===== config.mk =====
export PLATFORM = sky130hd
export DESIGN_NAME = lock_code_programmer
export DESIGN_NICKNAME = d
export VERILOG_FILES = /design/src/rtl/lock_code_programmer.sv
export SDC_FILE = /design/constraint.sdc
export NUM_CORES = 1
export LEC_CHECK = 0
export CAP_MARGIN = 10
export CELL_PAD_IN_SITES_DETAIL_PLACEMENT = 0
export CELL_PAD_IN_SITES_GLOBAL_PLACEMENT = 2
export CORE_MARGIN = 4
export CORE_UTILIZATION = 34
export DETAILED_ROUTE_END_ITERATION = 10
export MAX_ROUTING_LAYER = met4
export PLACE_DENSITY = 0.85
export SYNTH_ARGS = -nofsm -noshare
export SYNTH_HDL_FRONTEND = slang
export SYNTH_SLANG_ARGS = --single-unit

===== constraint.sdc =====
create_clock -name Clk -period 2.64 [get_ports Clk]
set_input_delay 0.66 -clock Clk [delete_from_list [all_inputs] [get_ports Clk]]
set_output_delay 0.66 -clock Clk [all_outputs]
set_load 0.01 [all_outputs]

===== src/rtl/lock_code_programmer.sv =====
// Password-change front end for the two-stage lock: authenticates the current
// Code1/Code2 pair, takes a new pair twice and commits it on a matching re-entry.

module lock_code_debounce #(
    parameter logic [19:0] CYCLES = 20'd500000
) (
    input  logic clk,
    input  logic rst_n,
    input  logic raw,
    output logic press
);

    logic        sync1;
    logic        sync2;
    logic        level;
    logic [19:0] cnt;

    // Level follows the synchronized input only after CYCLES disagreeing cycles;
    // press pulses for one cycle on an accepted 1->0 change.
    always_ff @(posedge clk) begin
        if (!rst_n) begin
            sync1 <= 1'b1;
            sync2 <= 1'b1;
            level <= 1'b1;
            cnt   <= '0;
            press <= 1'b0;
        end else begin
            sync1 <= raw;
            sync2 <= sync1;
            press <= 1'b0;
            if (sync2 == level) begin
                cnt <= '0;
            end else if (cnt == CYCLES - 20'd1) begin
                level <= sync2;
                cnt   <= '0;
                press <= ~sync2;
            end else begin
                cnt <= cnt + 20'd1;
            end
        end
    end

endmodule

module lock_code_programmer #(
    parameter logic [19:0] DEBOUNCE_CYCLES = 20'd500000,
    parameter logic [27:0] TIMEOUT_CYCLES  = 28'd150000000,
    parameter logic [25:0] HOLD_CYCLES     = 26'd50000000,
    parameter logic [3:0]  DEFAULT_CODE1   = 4'b1010,
    parameter logic [3:0]  DEFAULT_CODE2   = 4'b0101
) (
    input  logic       Clk,
    input  logic       Rst_n,
    input  logic       Key1,
    input  logic       Key2,
    input  logic       Key3,
    input  logic       Key4,
    input  logic       Button_Set,
    input  logic       Button_Confirm,
    output logic [3:0] Code1,
    output logic [3:0] Code2,
    output logic       Code_Update,
    output logic       Busy,
    output logic [1:0] LED,
    output logic [8:0] Seg_Led
);

    localparam int unsigned TIMER_W = 28;

    typedef enum logic [3:0] {
        IDLE, AUTH1, AUTH2, NEW1, NEW2, VERIF1, VERIF2, DONE, ERROR
    } state_t;

    state_t               state_q, state_d;
    logic [3:0]           key_s1, key_s2;
    logic                 set_ev, conf_ev;
    logic [3:0]           stage1_q, stage1_d, stage2_q, stage2_d;
    logic [3:0]           code1_d, code2_d;
    logic                 update_d, busy_d;
    logic [1:0]           led_d;
    logic [8:0]           seg_d;
    logic [TIMER_W-1:0]   timer_q, timer_d;
    logic                 active, go, tmo, hold_done;

    lock_code_debounce #(.CYCLES(DEBOUNCE_CYCLES)) u_db_set (
        .clk(Clk), .rst_n(Rst_n), .raw(Button_Set), .press(set_ev)
    );

    lock_code_debounce #(.CYCLES(DEBOUNCE_CYCLES)) u_db_conf (
        .clk(Clk), .rst_n(Rst_n), .raw(Button_Confirm), .press(conf_ev)
    );

    always_ff @(posedge Clk) begin
        if (!Rst_n) begin
            key_s1      <= '0;
            key_s2      <= '0;
            state_q     <= IDLE;
            stage1_q    <= '0;
            stage2_q    <= '0;
            timer_q     <= '0;
            Code1       <= DEFAULT_CODE1;
            Code2       <= DEFAULT_CODE2;
            Code_Update <= 1'b0;
            Busy        <= 1'b0;
            LED         <= 2'b11;
            Seg_Led     <= 9'h039;
        end else begin
            key_s1      <= {Key1, Key2, Key3, Key4};
            key_s2      <= key_s1;
            state_q     <= state_d;
            stage1_q    <= stage1_d;
            stage2_q    <= stage2_d;
            timer_q     <= timer_d;
            Code1       <= code1_d;
            Code2       <= code2_d;
            Code_Update <= update_d;
            Busy        <= busy_d;
            LED         <= led_d;
            Seg_Led     <= seg_d;
        end
    end

    // Next state, datapath updates, and output values decoded from the next state.
    always_comb begin
        state_d   = state_q;
        stage1_d  = stage1_q;
        stage2_d  = stage2_q;
        code1_d   = Code1;
        code2_d   = Code2;
        update_d  = 1'b0;
        busy_d    = 1'b1;
        led_d     = 2'b11;
        seg_d     = 9'h039;
        active    = (state_q == AUTH1) || (state_q == AUTH2) || (state_q == NEW1) ||
                    (state_q == NEW2) || (state_q == VERIF1) || (state_q == VERIF2);
        go        = conf_ev && !set_ev;
        tmo       = (timer_q == TIMEOUT_CYCLES - 28'd1);
        hold_done = (timer_q == TIMER_W'(HOLD_CYCLES) - 28'd1);

        case (state_q)
            IDLE:   if (set_ev) state_d = AUTH1;
            AUTH1:  if (go) state_d = (key_s2 == Code1) ? AUTH2 : ERROR;
            AUTH2:  if (go) state_d = (key_s2 == Code2) ? NEW1 : ERROR;
            NEW1: begin
                if (go) begin
                    stage1_d = key_s2;
                    state_d  = NEW2;
                end
            end
            NEW2: begin
                if (go) begin
                    stage2_d = key_s2;
                    state_d  = VERIF1;
                end
            end
            VERIF1: if (go) state_d = (key_s2 == stage1_q) ? VERIF2 : ERROR;
            VERIF2: begin
                if (go) begin
                    if (key_s2 == stage2_q) begin
                        code1_d  = stage1_q;
                        code2_d  = stage2_q;
                        update_d = 1'b1;
                        state_d  = DONE;
                    end else begin
                        state_d = ERROR;
                    end
                end
            end
            DONE, ERROR: if (hold_done) state_d = IDLE;
            default: state_d = IDLE;
        endcase

        // Cancel beats confirm; a pending confirm beats the timeout.
        if (active) begin
            if (set_ev) begin
                state_d = IDLE;
            end else if (!conf_ev && tmo) begin
                state_d = IDLE;
            end
        end

        if (state_d == IDLE) begin
            stage1_d = '0;
            stage2_d = '0;
        end

        timer_d = ((state_d != state_q) || (state_d == IDLE)) ? '0 : timer_q + 28'd1;

        case (state_d)
            IDLE:   begin seg_d = 9'h039; busy_d = 1'b0; end
            AUTH1:  seg_d = 9'h006;
            AUTH2:  begin seg_d = 9'h05b; led_d = 2'b01; end
            NEW1:   begin seg_d = 9'h04f; led_d = 2'b01; end
            NEW2:   begin seg_d = 9'h066; led_d = 2'b01; end
            VERIF1: begin seg_d = 9'h06d; led_d = 2'b00; end
            VERIF2: begin seg_d = 9'h07d; led_d = 2'b00; end
            DONE:   begin seg_d = 9'h03f; led_d = 2'b00; end
            ERROR:  seg_d = 9'h079;
            default: begin seg_d = 9'h039; busy_d = 1'b0; end
        endcase
    end

endmodule


==> flow_summary.ini <==
[status]
run_status = completed

[timing]
period_share = 0.9577
tightest_slew_ns = 0.5310
setup_viol = 0
period_minus_slack_ns = 2.528
clock-skew-final_ns = 0.01033
worst_slack_ns = 0.1116
slew_viol_final = 0
slew_headroom = 0.6428
hold_viol = 0
clock.fmax_mhz = 395.5
hold_slack_ns = 0.4035

[global_route]
grt_remaining_overflow = 0
grt_util_all_layers = 0.1327
wire_length_of_the_first_global_routing_pass_mm = 18.24
grt_antenna_before_repair = 0
grt_start_max_net_pins = 25
first_global_vias = 3832

[placement]
numPortBuffers = 26
hpwl_mm = 8.002
place_ws_ns = 0.08743
place.gp.congestion = 0.8084

[synthesis]
synth.cell_area_um2 = 5182
average_cell_area_after_synthesis_um2 = 9.288
yosys_warnings = 0
number_of_enable_type_register_cells_in_the_synthesized_netlist = 0
synth_async_sr_flop_share = 0
post_synth_num_cell_types = 59
postSynthRegisterBits = 114
ys_dominant_reg_cell = dfxtp_1
syn_inst = 558
yosysSeqAreaShare = 0.4404

[flow_run]
drv_cap = 0

[route]
detail_route.drc_violations = 0
firstDrtPassIters = 4
via_per_inst = 4.850
drt.antenna.violating_nets = 0
drtIter0Drc = 246
detail_route.wirelength_mm = 10.86
drt-wirelength-per-cell_um = 13.45
vias = 3914

[min_path]
min_path_type = flip-flop to flip-flop
hold_path_depth = 1

[setup_path]
timing.critical_path.required_ns = 2.93
worst_setup_path_end_kind = flip-flop
r2r_slack_ns = 0.11
crit-reg2reg-capture = timer_q[5]
critical_path.startpoint = timer_q[7]
timing.critical_path.arrival_ns = 2.82
crit_type = flip-flop to flip-flop
biggest_fanout_along_the_worst_timing_path = 11
critical_path.endpoint = timer_q[5]
worstSetupStartpointType = flip-flop
worst-r2r-cell-count = 10
reg_to_reg_startpoint = timer_q[7]
worst_path_dominant_cell_family = simple AND/OR/NAND/NOR gates
cell_chain_of_the_critical_path = or4_4 > nor4_4 > a21o_1 > and3_4 > and2_4 > a31o_4 > inv_6 > o21ai_4 > buf_12 > nor2_1
critPathMaxStageDelay_ns = 0.56
cp.depth = 10
cp_num_buf_inv = 2
cp_slowest_cell = or4_4

[cts]
tritoncts = yes
clock_sinks = 114
post_cts_buffers = 0
cts.hold.buffers_added = 0
post_cts_resized = 0
cts_buffer_depth = 2
cts_max_level = 4
cts_inserted_buffers = 17
insertion_delay_ns = 0.40
cts.reportedPaths.clkPinSlew_ns = 0.06
cts_root_buffer = clkbuf_16

[cells_and_area]
final_core_utilization = 0.4377
share_of_cells_above_drive_strength_1 = 0.1717
antennaDiodeCount = 0
area_growth_syn_to_layout_pct = 24.60
fin_nets = 621

[power_and_ir_drop]
power.density_cell_area_nw_per_um2 = 648.3
peakVddDrop_v = 0.0005017
cellLeakagePower_uw = 0.002168

[floorplan]
floorplan.initialDensity = 0.3513
die_height_um = 131.5
coreArea_um2 = 14750
top_level_ports = 29
die_w_um = 131.5
die_area_um2 = 17280
floorplan.rows = 44
==> worst min-delay path by stage <==
stage | start | to
after floorplan | u_db_conf.sync1 | u_db_conf.sync2
final | u_db_set.sync1 | u_db_set.sync2
after global routing | u_db_conf.sync1 | u_db_conf.sync2
after global placement | u_db_set.sync1 | u_db_set.sync2
after CTS | u_db_set.sync1 | u_db_set.sync2
after detailed placement | u_db_set.sync1 | u_db_set.sync2
==> final cells by class <==
cell class,instances,area (um2)
fillers,1415,8297
flip-flops and latches,114,2285
clock buffers,21,480.5
well taps,184,230.2
repair buffers,55,515.5
inverters,11,46.29
multi-input cells,411,2749
clock inverters,11,151.4
==> logic make-up (layout without fill, tap and decap cells) <==
| family | after synthesis | count (layout) | synth area share |
|---|---|---|---|
| mux | 15 | 15 | 0.02921 |
| xor+xnor | 77 | 77 | 0.1301 |
| compound gates | 40 | 40 | 0.06205 |
| buf+inv | 34 | 98 | 0.03718 |
| simple gates | 274 | 274 | 0.2931 |
| flops | 114 | 114 | 0.4404 |
| fa+ha+maj | 3 | 3 | 0.007244 |
| other cells | 1 | 2 | 0.0007236 |
==> worst reg2reg max path: cells and delay by family, from the launching register on <==
| kind | cells | cell delay, ns |
|---|---|---|
| and+or+nand+nor | 5 | 1.37 |
| AOI/OAI and AO/OA | 3 | 0.50 |
| DFF | 1 | 0.31 |
| buffers and inverters | 2 | 0.24 |
==> Yosys cell counts, types with 2 or more instances <==
library cell  number  area, um2
a2111o_1           2      22.52
o21ai_0            6      30.03
nand4b_1           3      26.28
or4_4              2      22.52
xnor2_1           44      385.4
and4_1             3      26.28
nor2_4            17      191.4
nand2b_1          11      68.82
nand3b_1           2      15.01
clkbuf_1          10      37.54
ha_1               3      37.54
a22o_1             3      26.28
xor2_1            33      289.0
a21oi_2            2      17.52
and3_2             2      15.01
nor3_1            13      65.06
nor4b_1            2      17.52
mux2i_1           14      140.1
nor2_1            81      304.0
buf_12             2      40.04
nor4_1             7      43.79
nand3_1           28      140.1
and3_1            10      62.56
nor2_2             3      18.77
a21o_1             2      15.01
and2_1            12      75.07
buf_2              7      35.03
dfxtp_1          114       2282
buf_4              3      22.52
nor2b_1            6      37.54
inv_1             10      37.54
or3_1              6      37.54
a211o_1            2      17.52
or2_2              2      12.51
nand4_1           17      106.4
a21oi_1           11      55.05
nand2_1           41      153.9
==> stage by stage <==
stage / total power (uW) / cells / setup TNS (ns) / area, um2
2_1_floorplan: 1810 / 559 / 0 / 5186
3_3_place_gp: 1833 / 775 / 0 / 5786
5_1_grt: 4327 / 807 / -0.007558 / 6457
6_report: 4187 / 807 / 0 / 6457
3_5_place_dp: 1834 / 775 / 0 / 5786
4_1_cts: 4240 / 807 / 0 / 6417
==> per-layer routing <==
metal | share of wire | GRT usage
met1 | 0.48 | 0.1656
met2 | 0.48 | 0.2049
met3 | 0.035 | 0.03784
met4 | 0.0065 | 0.04959
met5 | 0 | -
==> power breakdown <==
part | internal [uW] | switching [uW] | leakage [uW]
Sequential | 1730 | 5.79 | 0.000922
Combinational | 29.1 | 31.7 | 0.000948
Clock | 1590 | 801 | 0.000298
Total | 3350 | 838 | 0.00217
==> layout by cell type (no fill, tap or decap), drive strengths merged, types with 14 or more instances in the layout <==
cell type	instances
nand3	28
mux2i	14
nand2	41
clkbuf	21
nor2	101
dfxtp	114
xor2	33
nor3	14
buf	29
nand4	17
xnor2	44
clkdlybuf4s50	26
==> sequential cells by signal (all words and copies together) (netlist names), 6 cells and up <==
name / flops
u_db_conf.cnt: 20
timer_q: 28
u_db_set.cnt: 20
Seg_Led: 6
Power figures use the tool's default switching activity.
